`src/rtl/cam_capture_ctrl.sv`:
```
// cam_capture_ctrl: DVP camera capture controller. Brings PCLK/HREF/VSYNC/DATA
// into the i_clk domain, pairs bytes into pixels in one of four formats,
// decimates 1x/2x/4x, and writes pixels with row/column addresses. It also
// counts frames and flags line-length and window errors.
module cam_capture_ctrl #(
  parameter int DATA_WIDTH = 8,
  parameter int H_WIDTH    = 320,
  parameter int V_WIDTH    = 240,
  parameter int PXL_WIDTH  = 16,
  parameter int FCNT_WIDTH = 16
) (
  input  logic                        i_clk,
  input  logic                        i_n_reset,
  input  logic                        i_start_capture,
  input  logic                        i_abort,
  input  logic                        i_next_frame,
  input  logic                        i_continuous,
  input  logic [1:0]                  i_mode,
  input  logic [1:0]                  i_decim,
  input  logic                        i_PCLK,
  input  logic                        i_VS,
  input  logic                        i_HS,
  input  logic [DATA_WIDTH-1:0]       i_DATA,
  output logic                        o_en_xclk,
  output logic [4:0]                  o_present_state,
  output logic [PXL_WIDTH-1:0]        o_pixel_data,
  output logic [$clog2(H_WIDTH):0]    o_h_addr,
  output logic [$clog2(V_WIDTH):0]    o_v_addr,
  output logic                        o_valid,
  output logic                        o_frame_done,
  output logic [FCNT_WIDTH-1:0]       o_frame_cnt,
  output logic                        o_line_err,
  output logic                        o_overrun
);

  localparam int HA_W  = $clog2(H_WIDTH) + 1;
  localparam int VA_W  = $clog2(V_WIDTH) + 1;
  localparam int SRC_W = 16;
  localparam int WD_W  = 2 * DATA_WIDTH;

  localparam logic [4:0] ST_IDLE = 5'b00001;
  localparam logic [4:0] ST_WVF  = 5'b00010;
  localparam logic [4:0] ST_WHR  = 5'b00100;
  localparam logic [4:0] ST_RCV  = 5'b01000;
  localparam logic [4:0] ST_FD   = 5'b10000;

  localparam logic [WD_W-1:0]       MASK_565 = WD_W'(16'hFFFF);
  localparam logic [WD_W-1:0]       MASK_555 = WD_W'(15'h7FFF);
  localparam logic [WD_W-1:0]       MASK_444 = WD_W'(12'hFFF);
  localparam logic [FCNT_WIDTH-1:0] FCNT_ONE = FCNT_WIDTH'(1'b1);
  localparam logic [SRC_W-1:0]      SRC_MAX  = 16'hFFFF;
  localparam logic [SRC_W-1:0]      SRC_ONE  = 16'h0001;

  // Right-justify the assembled byte pair according to the pixel format.
  function automatic logic [PXL_WIDTH-1:0] format_pixel(
    input logic [1:0]            mode,
    input logic [DATA_WIDTH-1:0] b0,
    input logic [DATA_WIDTH-1:0] b1
  );
    logic [WD_W-1:0] word;
    word = {b0, b1};
    case (mode)
      2'd0:    format_pixel = PXL_WIDTH'(word & MASK_565);
      2'd1:    format_pixel = PXL_WIDTH'(word & MASK_555);
      2'd2:    format_pixel = PXL_WIDTH'(word & MASK_444);
      default: format_pixel = PXL_WIDTH'(b0);
    endcase
  endfunction

  // A saturating increment keeps an over-long line or frame from wrapping
  // back into the window.
  function automatic logic [SRC_W-1:0] sat_inc(input logic [SRC_W-1:0] v);
    sat_inc = (v == SRC_MAX) ? v : v + SRC_ONE;
  endfunction

  logic [4:0]            state_r, state_nxt_s;
  logic                  pclk_meta_r, pclk_sync_r, pclk_prev_r, pclk_rise_r;
  logic                  vs_meta_r, vs_sync_r, vs_prev_r, vs_rise_r, vs_fall_r;
  logic                  hs_meta_r, hs_sync_r, hs_prev_r, hs_rise_r, hs_fall_r;
  logic [DATA_WIDTH-1:0] data_meta_r, data_sync_r, data_d_r;
  logic [1:0]            mode_r, decim_r;
  logic [DATA_WIDTH-1:0] b0_r;
  logic                  toggle_r, had_byte_r;
  logic [SRC_W-1:0]      hs_cnt_r, vs_cnt_r;

  logic                  latch_s, enter_start_s, enter_fd_s;
  logic                  line_start_s, line_end_s, byte_s;
  logic [1:0]            shift_s;
  logic [SRC_W-1:0]      mask_s, line_len_s;
  logic                  keep_s, in_win_s;

  // Two-flop synchronisers plus registered edge pulses; DATA follows PCLK's delay.
  always_ff @(posedge i_clk) begin
    if (!i_n_reset) begin
      pclk_meta_r <= 1'b0; pclk_sync_r <= 1'b0; pclk_prev_r <= 1'b0; pclk_rise_r <= 1'b0;
      vs_meta_r   <= 1'b0; vs_sync_r   <= 1'b0; vs_prev_r   <= 1'b0;
      vs_rise_r   <= 1'b0; vs_fall_r   <= 1'b0;
      hs_meta_r   <= 1'b0; hs_sync_r   <= 1'b0; hs_prev_r   <= 1'b0;
      hs_rise_r   <= 1'b0; hs_fall_r   <= 1'b0;
      data_meta_r <= '0;   data_sync_r <= '0;   data_d_r    <= '0;
    end else begin
      pclk_meta_r <= i_PCLK; pclk_sync_r <= pclk_meta_r; pclk_prev_r <= pclk_sync_r;
      pclk_rise_r <= pclk_sync_r & ~pclk_prev_r;
      vs_meta_r   <= i_VS;   vs_sync_r   <= vs_meta_r;   vs_prev_r   <= vs_sync_r;
      vs_rise_r   <= vs_sync_r & ~vs_prev_r;
      vs_fall_r   <= ~vs_sync_r & vs_prev_r;
      hs_meta_r   <= i_HS;   hs_sync_r   <= hs_meta_r;   hs_prev_r   <= hs_sync_r;
      hs_rise_r   <= hs_sync_r & ~hs_prev_r;
      hs_fall_r   <= ~hs_sync_r & hs_prev_r;
      data_meta_r <= i_DATA; data_sync_r <= data_meta_r; data_d_r    <= data_sync_r;
    end
  end

  // State register.
  always_ff @(posedge i_clk) begin
    if (!i_n_reset) begin
      state_r <= ST_IDLE;
    end else begin
      state_r <= state_nxt_s;
    end
  end

  // Next-state logic; abort overrides every event, VSYNC rise beats HREF.
  always_comb begin
    state_nxt_s = state_r;
    if (i_abort) begin
      state_nxt_s = ST_IDLE;
    end else begin
      case (state_r)
        ST_IDLE: if (i_start_capture) state_nxt_s = ST_WVF; else state_nxt_s = ST_IDLE;
        ST_WVF:  if (vs_fall_r)       state_nxt_s = ST_WHR; else state_nxt_s = ST_WVF;
        ST_WHR: begin
          if (vs_rise_r)      state_nxt_s = ST_FD;
          else if (hs_rise_r) state_nxt_s = ST_RCV;
          else                state_nxt_s = ST_WHR;
        end
        ST_RCV: begin
          if (vs_rise_r)      state_nxt_s = ST_FD;
          else if (hs_fall_r) state_nxt_s = ST_WHR;
          else                state_nxt_s = ST_RCV;
        end
        ST_FD: begin
          if (i_continuous || i_next_frame) state_nxt_s = ST_WVF;
          else                              state_nxt_s = ST_FD;
        end
        default: state_nxt_s = ST_IDLE;
      endcase
    end
  end

  // Transition strobes and decimation/window decode for the datapath.
  always_comb begin
    latch_s       = (state_nxt_s == ST_WVF) && (state_r != ST_WVF);
    enter_start_s = (state_r == ST_IDLE) && (state_nxt_s == ST_WVF);
    enter_fd_s    = (state_nxt_s == ST_FD) && (state_r != ST_FD);
    line_start_s  = (state_r == ST_WHR) && (state_nxt_s == ST_RCV);
    line_end_s    = (state_r == ST_RCV) && (state_nxt_s == ST_WHR);
    // A byte only counts when the line stays open, so HS fall, VS rise and abort drop it.
    byte_s        = (state_r == ST_RCV) && (state_nxt_s == ST_RCV) && pclk_rise_r;
    case (decim_r)
      2'd0:    begin shift_s = 2'd0; mask_s = 16'h0000; end
      2'd1:    begin shift_s = 2'd1; mask_s = 16'h0001; end
      default: begin shift_s = 2'd2; mask_s = 16'h0003; end
    endcase
    line_len_s = SRC_W'(H_WIDTH) << shift_s;
    keep_s     = ((hs_cnt_r & mask_s) == 16'h0000) && ((vs_cnt_r & mask_s) == 16'h0000);
    in_win_s   = ((hs_cnt_r >> shift_s) < SRC_W'(H_WIDTH)) &&
                 ((vs_cnt_r >> shift_s) < SRC_W'(V_WIDTH));
  end

  // Datapath: byte pairing, counters, pixel strobe, frame count and sticky flags.
  always_ff @(posedge i_clk) begin
    if (!i_n_reset) begin
      o_en_xclk <= 1'b0; o_pixel_data <= '0; o_h_addr <= '0; o_v_addr <= '0;
      o_valid <= 1'b0; o_frame_done <= 1'b0; o_frame_cnt <= '0;
      o_line_err <= 1'b0; o_overrun <= 1'b0;
      mode_r <= 2'd0; decim_r <= 2'd0; b0_r <= '0;
      toggle_r <= 1'b0; had_byte_r <= 1'b0; hs_cnt_r <= '0; vs_cnt_r <= '0;
    end else begin
      o_valid      <= 1'b0;
      o_frame_done <= 1'b0;
      if (latch_s) begin
        mode_r  <= i_mode;
        decim_r <= i_decim;
      end
      if (enter_start_s) begin
        o_en_xclk   <= 1'b1;
        o_frame_cnt <= '0;
        o_overrun   <= 1'b0;
      end else if (i_abort) begin
        o_en_xclk <= 1'b0;
      end
      if (enter_fd_s) begin
        o_frame_done <= 1'b1;
        o_frame_cnt  <= o_frame_cnt + FCNT_ONE;
      end
      if (enter_start_s) begin
        hs_cnt_r <= '0; vs_cnt_r <= '0; toggle_r <= 1'b0; had_byte_r <= 1'b0;
        o_line_err <= 1'b0;
      end else if (vs_rise_r && !i_abort) begin
        hs_cnt_r <= '0; vs_cnt_r <= '0; toggle_r <= 1'b0; had_byte_r <= 1'b0;
      end else if (line_start_s) begin
        hs_cnt_r <= '0; toggle_r <= 1'b0; had_byte_r <= 1'b0;
      end else if (line_end_s) begin
        vs_cnt_r <= sat_inc(vs_cnt_r);
        hs_cnt_r <= '0;
        toggle_r <= 1'b0;
        if (had_byte_r && (hs_cnt_r != line_len_s)) o_line_err <= 1'b1;
      end else if (byte_s) begin
        had_byte_r <= 1'b1;
        if (!toggle_r) begin
          b0_r     <= data_d_r;
          toggle_r <= 1'b1;
        end else begin
          toggle_r <= 1'b0;
          hs_cnt_r <= sat_inc(hs_cnt_r);
          if (keep_s && in_win_s) begin
            o_valid      <= 1'b1;
            o_pixel_data <= format_pixel(mode_r, b0_r, data_d_r);
            o_h_addr     <= HA_W'(hs_cnt_r >> shift_s);
            o_v_addr     <= VA_W'(vs_cnt_r >> shift_s);
          end else if (keep_s) begin
            o_overrun <= 1'b1;
          end
        end
      end
    end
  end

  assign o_present_state = state_r;

endmodule

```
`config.mk`:
```
export PLATFORM = sky130hd
export DESIGN_NAME = cam_capture_ctrl
export DESIGN_NICKNAME = d
export VERILOG_FILES = /design/src/rtl/cam_capture_ctrl.sv
export SDC_FILE = /design/constraint.sdc
export NUM_CORES = 1
export LEC_CHECK = 0
export ABC_AREA = 1
export CORE_ASPECT_RATIO = 1.2
export CORE_UTILIZATION = 25
export CTS_CLUSTER_DIAMETER = 60
export DETAILED_ROUTE_END_ITERATION = 12
export DONT_BUFFER_PORTS = 1
export GPL_TIMING_DRIVEN = 0
export HOLD_SLACK_MARGIN = 0.08
export PLACE_DENSITY = 0.39
export SETUP_SLACK_MARGIN = 0.4
export SKIP_CTS_REPAIR_TIMING = 1
export SYNTH_ARGS = -nofsm -noshare
export SYNTH_HDL_FRONTEND = slang
export SYNTH_SLANG_ARGS = --single-unit
```
`constraint.sdc`:
```
create_clock -name i_clk -period 2.26 [get_ports i_clk]
set_input_delay 0.113 -clock i_clk [delete_from_list [all_inputs] [get_ports i_clk]]
set_output_delay 0.113 -clock i_clk [all_outputs]
set_load 0.05 [all_outputs]
```
# After elaboration in Yosys (flattened, before gate mapping)
# Cells that the tools add are included.
# Widths: inputs -> output; s select.
# totals
out_inout_bits	61
elab_cells	139
regBits	145
# classes
n_shift	3
bitwise_logic	21
n_addsub	3
eq_ne	17
magnitude_cmp	2
mux	28
n_reduce_logical	31
# op_table
cell	count
$add 16x1->16 const B	3
$pmux 16 s3	1
$and 16x16->16	2
$eq 16x16->1 const B	2
$logic_not 16->1	2
$mux 16	2
$shr 16x2->16	2
$pmux 5 s5	1
$mux 5	4
$lt 16x8->1 const B	1
$lt 16x9->1 const B	1
$ne 16x16->1	1
$shl 9x2->16 const A	1
$mux 1	14
$not 1->1	14
$logic_and 1x1->1	12
$eq 5x2->1 const B	2
$eq 5x3->1 const B	2
$eq 5x4->1 const B	2
$eq 5x5->1 const B	2
$mux 4	2
$pmux 2 s2	2
$reduce_and 7->1	1
$reduce_or 7->1	1
other kinds (20)	28

# Logic depth before layout (Yosys ltp)
# Gate-level depths: netlist (run 1).
# depth
depth_word	15
depth_mapped	14

# Worst setup path after synthesis (run 1)
# No wires, ideal clock.
# synth_path
path_kind	register to register
startpoint	register o_frame_cnt[0]
endpoint	register o_frame_cnt[14]
arrival_ns	1.959
synth_period_minus_slack_ns	2.077
setup_ns	0.118
stages_incl_launch_ff	11
setup_slack_ns	0.183
path_cell_list	dfxtp_1 > ha_1 > nand4_1 > nor2_1 > nand3_1 > nor2_1 > nand2_1 > nor3_1 > nand3_1 > nand2_1 > a21oi_1
# synth_via
elab_chain_cells	2
# synth_lines
item	line_no	text
start: declaration	31	output logic [FCNT_WIDTH-1:0] o_frame_cnt,
start signal: assignment	195	o_frame_cnt <= o_frame_cnt + FCNT_ONE;
$add 16x1->16	195	
$mux 16	193	if (enter_fd_s) begin
# Every way passes these cells.
# A chain may end at the register's enable or synchronous reset.

# Final worst setup path (run 1)
# layout_path
startpoint	register state_r[2], in the netlist o_present_state[2]
endpoint	register hs_cnt_r[1]
# layout_via
elab_chain_cells	7
elab_cells_between_ends	17
cone_classes	eq/ne: 8; mux: 2; reduce/logical: 7
# layout_lines
item	line_no	text
start: declaration	76	logic [4:0] state_r, state_nxt_s;
start signal: assignment	119	state_r <= state_nxt_s;
$eq 5x5->1 (tied with other cells)	129	case (state_r)
$pmux 5 s5	129	
$mux 5	126	if (i_abort) begin
$eq 5x4->1	156, 159	
$logic_and 1x1->1 (2 in series)	159	byte_s = (state_r == ST_RCV) && (state_nxt_s == ST_RCV) && pclk_rise_r;
$reduce_and 3->1 (no line)	-	
end signal: assignment	216	hs_cnt_r <= sat_inc(hs_cnt_r);
end: declaration	84	logic [SRC_W-1:0] hs_cnt_r, vs_cnt_r;
# Parallel ways exist; a longest one is shown, timed or not.

==> results of run 1 <==
## worst paths after layout
path	from	end	depth (start not counted)
hold reg to reg	pclk_prev_r	pclk_rise_r	1
setup / recovery	o_present_state[2]	hs_cnt_r[1]	13
setup reg to reg	o_present_state[2]	hs_cnt_r[1]	13
hold / removal	i_next_frame	o_present_state[4]	5
## kinds of logic after synthesis
kind of cell               after synthesis  share of synthesized area
xor gates and xnor gates                11                     0.0156
DFF                                    145                      0.470
adders and majority gates                4                    0.00810
and+or+nand+nor                        375                      0.257
AOI/OAI and AO/OA                      181                      0.155
buffers and inverters                  148                     0.0948
## critical path, stage by stage, from the launching register on
cell and delay (ns):
dfxtp_4 0.48, inv_1 0.08, nor2_2 0.09, nand4_1 0.08, nand2_1 0.09, nand2_2 0.08
nor2_4 0.19, inv_4 0.07, nor2_4 0.26, clkinvlp_4 0.21, buf_12 0.17, buf_6 0.12
nand2_2 0.05, a21oi_2 0.05
## where the power goes
part | leakage, nW | switching (mW) | total [mW] | internal [mW]
combinational | 1.99 | 0.220 | 0.357 | 0.137
clock | 0.292 | 1.14 | 2.97 | 1.83
sequential | 1.19 | 0.0307 | 2.61 | 2.58
total | 3.47 | 1.39 | 5.94 | 4.55
## area by class of cell
class / count / area share
inverters: 116 / 0.0533
well taps: 320 / 0.0462
clock buffers: 21 / 0.0543
plain buffers: 32 / 0.0306
flip-flops and latches: 145 / 0.341
repair buffers: 70 / 0.0841
clock inverters: 11 / 0.0175
multi-input cells: 572 / 0.373
## sequential cells by signal, summed over array words and instances (netlist names), 2 cells and up
signal and cells:
o_pixel_data 16, o_v_addr 9, o_present_state 5, o_frame_cnt 16, data_meta_r 8, data_sync_r 8
mode_r 2, hs_cnt_r 16, decim_r 2, b0_r 8, data_d_r 8, o_h_addr 10
vs_cnt_r 16
## stage by stage
stage          area, sq um   util  setup slack [ns]
5_1_grt               8660  0.359            0.0207
3_5_place_dp          6600  0.273            -0.379
2_1_floorplan         6190      -             0.396
4_1_cts               7220  0.299            -0.391
6_report              8660  0.359             0.125
3_3_place_gp          6600  0.273            -0.359
## layer usage
layer,track usage,up-vias,part of all wire
li1,-,2989,-
met1,0.179,2779,0.43
met2,0.267,90,0.51
met3,0.0444,21,0.044
met4,0.0592,0,0.018
met5,0,-,0
## placed cells by master, fill, tap and decap left out, types with 19 or more instances in the layout
| cell | synthesis | routed |
|---|---|---|
| o21ai_1 | 23 | 29 |
| nand3_1 | 44 | 38 |
| nor2_1 | 96 | 80 |
| clkbuf_16 | 0 | 22 |
| nand2_1 | 178 | 162 |
| buf_6 | 1 | 22 |
| dlygate4sd3_1 | 0 | 19 |
| buf_4 | 3 | 28 |
| dfxtp_1 | 145 | 126 |
| a21oi_2 | 0 | 37 |
| inv_1 | 112 | 106 |
| a21oi_1 | 91 | 54 |
| o21ai_0 | 48 | 25 |
==> summary.txt, run 1 <==
Yosys
  – Top cell type's share of synthesized area: 0.470
  – Count leader, synth: nand2_1
  – Synth top area cells: dfxtp_1 (47%), nand2_1 (11%), a21oi_1 (7.4%)
  – Mapped cell area: 6180 sq um
  – Synth async-reset ratio: 0
  – Synthesized netlist cell count: 864
  – Syn avg cell area: about 7.1 sq um
  – Synth area leader: dfxtp_1
  – Syn nets: 889
  – EDFF count, synth: 0
  – Synth cell count leaders: nand2_1 (178), dfxtp_1 (145), inv_1 (112)
  – Distinct cells, synth: 38
  – Synth Flop Type: dfxtp_1
  – Yosys reg bits: approximately 150
  – Register area share after synthesis: 0.470
  – Synth warnings: 0

Timing
  – Number of hold violations in the final report: 0
  – Hold_ws: between 0.02 and 0.03 ns
  – Setup Viol. Count Final: 0
  – Clk_skew: 0.0116 ns
  – Min Tclk post-route: 2.14 ns
  – RSZ-0062 raised after global routing: yes
  – Tcrit/Tclk final: 0.945
  – Max-slew violation count: 0
  – Setup TNS: 0 ns
  – Slew margin rel.: 0.341
  – Actual slew at the worst max-slew pin: 0.989 ns
  – Fmax: 468 MHz

Pwr
  – Static Leak: 3.47 nW
  – Worst VDD drop: approximately 0.48 mV
  – PD cells: 686 nW/um^2
  – Total Power: 5.94 mW

Drt
  – WL per Instance: about 16 microns
  – Vias: 5879
  – Pre-antenna DRT Iters: 5
  – DR iter-0 viols: 200
  – DR vias/cell: 4.57
  – Post-DRT Antenna Nets: 0
  – DRC: 0
  – Detailed Route WL: 20800 microns

Clocking
  – Root buf cell: clkbuf_16
  – CTS Buf Count: 17
  – CTS tree: done
  – Clk sink count: around 150
  – Clock Tree Buf Depth: 2
  – H-tree lvl count: 4
  – Worst-Skew Late Latency: 0.43 ns
  – Reg clk slew, reported paths: 0.06 ns

GRT
  – Number of global-route vias before repair: 5412
  – GRT Overall Usage: 0.154
  – Total gr overflow: 0
  – Largest net degree at the start of global routing: 17
  – First-pass GRT wire length: 30100 microns
  – Initial antenna violation count: 0

Floorplan
  – Die width: 145 microns
  – Cell Rows: 62
  – I/O Pins: 82
  – Die Footprint: 25300 sq um
  – Core Box Area: 24100 sq um
  – Starting density of the core: 0.256
  – Die Height: 174 microns

Critical path
  – Arr. time, crit path: 2.45 ns
  – Critical path class: flop to flop
  – CP endpoint kind: flop
  – Flop2flop setup slack: 0.12 ns
  – Critical Path Start Type: flop
  – CP required: 2.57 ns
  – Crit-path max FO: 7

Hold path
  – Hold Crit Class: primary input to flop

Placed design
  – # placed instances: 1184
  – Final estimated routing congestion in global placement: between 0.7 and 0.8
  – HPWL after DPL: between 10000 and 15000 microns
  – Port bufs: 0

Final layout
  – Reg area: 2950 sq um
  – Diode count: 0
  – Syn-to-layout area delta: 40.2%
  – Share of layout cells above drive strength 1: 0.254
  – Area taken by multi-input logic gates: 3230 sq um
  – Layout Nets: 979
  – Fill count: 2577
  – Non-filler cells, final: 1287

Status
  – Status: complete, no violations

Run
  – # Max-Cap Violations: 0
Power figures use the tool's default switching activity.
==> run 2: changes to the inputs <==
--- a/config.mk
+++ b/config.mk
@@ -14,6 +14,7 @@
 export GPL_TIMING_DRIVEN = 0
 export HOLD_SLACK_MARGIN = 0.08
 export PLACE_DENSITY = 0.39
+export REMOVE_ABC_BUFFERS = 1
 export SETUP_SLACK_MARGIN = 0.4
 export SKIP_CTS_REPAIR_TIMING = 1
 export SYNTH_ARGS = -nofsm -noshare
==> summary.txt, run 2 (same netlist as run 1, synthesis figures left out) <==
Timing
  – Tcrit/Tclk final: 0.916 (-0.0290)
  – Max-slew violation count: 0 (unchanged)
  – RSZ-0062 raised after global routing: yes
  – Slew margin rel.: 0.439 (+0.0982)
  – Number of hold violations in the final report: 0 (unchanged)
  – Hold_ws: 0.0323 ns (+0.00556 ns)
  – Clk_skew: 0.0116 ns (-0.000000300 ns)
  – Actual slew at the worst max-slew pin: 0.841 ns (-0.148 ns)
  – Setup Viol. Count Final: 0 (unchanged)
  – Fmax: 483 MHz (+3.2%)
  – Min Tclk post-route: 2.07 ns (-0.0656 ns)

GRT
  – Total gr overflow: 0 (unchanged)
  – Largest net degree at the start of global routing: 88 (+71)
  – First-pass GRT wire length: 26800 microns (-11%)
  – Number of global-route vias before repair: 5077 (-6.2%)
  – GRT Overall Usage: 0.134 (-0.0200)
  – Initial antenna violation count: 1 (+1)

Pwr
  – PD cells: 670 nW/um^2 (-2.3%)
  – Static Leak: 3.37 nW (-2.8%)
  – Total Power: 5.62 mW (-5.4%)
  – Worst VDD drop: 0.531 mV (+11%)

Final layout
  – Layout Nets: 966 (-1.3%)
  – Core Util, Final: 0.348 (-0.0113)
  – Most common cell after layout, fill and taps aside: nand2_1
  – Share of layout cells above drive strength 1: 0.233 (-0.0217)
  – Fill count: 2536 (-1.6%)
  – Non-filler cells, final: 1274 (-1.0%)
  – Syn-to-layout area delta: 35.8%
  – Diode count: 0 (unchanged)
  – Most frequent cells in the layout: nand2_1 (157), dfxtp_1 (128), inv_1 (103), nor2_1 (80), a21oi_1 (76)

Floorplan
  – Core Box Area: 24100 sq um (unchanged)
  – Die Height: 174 microns (unchanged)
  – Cell Rows: 62 (unchanged)
  – Die width: 145 microns (unchanged)
  – Die Footprint: 25300 sq um (unchanged)
  – Starting density of the core: 0.256 (unchanged)
  – I/O Pins: 82 (unchanged)

Drt
  – Detailed Route WL: 19000 microns (-8.4%)
  – WL met3: 1180 microns (+29%)
  – DR iter-0 viols: 283 (+42%)
  – DRC: 0 (unchanged)
  – Max layer used: met4
  – Met1 WL: 8390 microns (-5.6%)
  – DR vias/cell: 4.53 (-0.89%)
  – Post-DRT Antenna Nets: 0 (unchanged)
  – Vias: 5768 (-1.9%)
  – WL per Instance: 14.9 microns (-7.4%)
  – Pre-antenna DRT Iters: 7 (+2)
  – DR WL met2: 9230 microns (-13%)

Critical path
  – CP required: 2.57 ns (about the same)
  – Crit-path max FO: 8 (+1)
  – Family with the most delay on the worst path: simple AND/OR/NAND/NOR gates
  – Critical path, cell by cell: nor2_4 > nand4_1 > nand2_1 > nand2_2 > nor2_4 > inv_2 > nor2_4 > clkinvlp_4 > nor3_1 > nor3_1
  – Critical path class: flop to flop
  – Arr. time, crit path: 2.38 ns (-0.07 ns)
  – Peak per-stage delay on the critical path: 0.42 ns (-0.06 ns)
  – Reg2reg path depth: 10 (-3)
  – CP most frequent cell: nor2_4
  – Worst path depth: 10 (-3)
  – Flop2flop setup slack: 0.19 ns (+0.07 ns)
  – Reg2reg end: hs_cnt_r[11]
  – Crit path buf inv count: 2 (-3)
  – Critical path destination: hs_cnt_r[11]
  – CP max stage cell: dfxtp_4
  – CP endpoint kind: flop
  – Critical Path Source: o_present_state[1]
  – Reg-to-reg startpoint: o_present_state[1]
  – Critical Path Start Type: flop

Clocking
  – Clk sink count: 145 (unchanged)
  – CTS tree: done
  – H-tree lvl count: 4 (unchanged)
  – Root buf cell: clkbuf_16
  – Reg clk slew, reported paths: 0.07 ns (about the same)
  – Clock Tree Buf Depth: 2 (unchanged)
  – Worst-Skew Late Latency: 0.43 ns (about the same)
  – CTS Buf Count: 17 (unchanged)

Hold path
  – Hold Crit Class: primary input to flop
  – Hold Path Origin: i_next_frame
  – Hold path cells: 5 (unchanged)

Placed design
  – # placed instances: 1152 (-2.7%)
  – HPWL after DPL: 11100 microns (-20%)
  – Port bufs: 0 (unchanged)
  – Final estimated routing congestion in global placement: 0.784 (-1.5%)

Status
  – Status: complete, no violations

Run
  – # Max-Cap Violations: 0 (unchanged)
-- run 2: cell count changes in the layout (fill, tap and decap cells not counted), sizes merged --
cell,previous run,this run
clkbuf,42,19
dlygate4sd3,19,18
inv,114,122
buf,62,66
nor2,103,105
clkinv,3,4
clkinvlp,7,6
bufinv,3,0
-- run 2: power by group --
group | total [mW] | switching, mW | leakage (nW) | internal, mW
Sequential | 2.61 | 0.0323 | 1.19 | 2.58
Combinational | 0.343 | 0.206 | 1.92 | 0.137
Clock | 2.67 | 1.23 | 0.265 | 1.44
Total | 5.62 | 1.47 | 3.37 | 4.15
-- run 2: through the flow --
step           instance area [sq um]  worst slack [ns]  TNS, ns
2_1_floorplan                   6030            -0.317    -5.57
3_3_place_gp                    6430             -1.89   -76.02
3_5_place_dp                    6430             -1.86   -75.50
4_1_cts                         6980             -1.86   -76.32
5_1_grt                         8390            0.0249        0
6_report                        8390             0.190        0
-- run 2: worst min path at each step --
stage	end	slack, ns
final	o_present_state[4]	0.03
after global routing	o_present_state[4]	0.09
after floorplan	o_present_state[0]	0.18
after global placement	o_present_state[4]	0.20
after CTS	o_present_state[4]	-0.25
after detailed placement	o_present_state[2]	0.20
-- run 2: cell type report --
type | count | area (sq um) | area share
Clock buffer | 18 | 429 | 0.0512
Multi-Input combinational cell | 574 | 3140 | 0.374
Sequential cell | 145 | 2950 | 0.352
Timing Repair Buffer | 85 | 870 | 0.104
Inverter | 116 | 469 | 0.0559
Clock inverter | 14 | 119 | 0.0142
Timing Repair inverter | 2 | 13.8 | 0.00164
Tap cell | 320 | 400 | 0.0477
-- run 2: worst min-delay path: cells and delay by family --
family / cells / cell delay [ns]
AO/OA/AOI/OAI: 1 / 0.11
buffers and inverters: 1 / 0.02
AND/OR/NAND/NOR: 3 / 0.17
-- run 2: routing by layer --
layer  up-vias  global-route usage
met5         -                   0
met4         0              0.0447
met3        18              0.0423
met2       125               0.228
met1      2661               0.160
li1       2964                   -
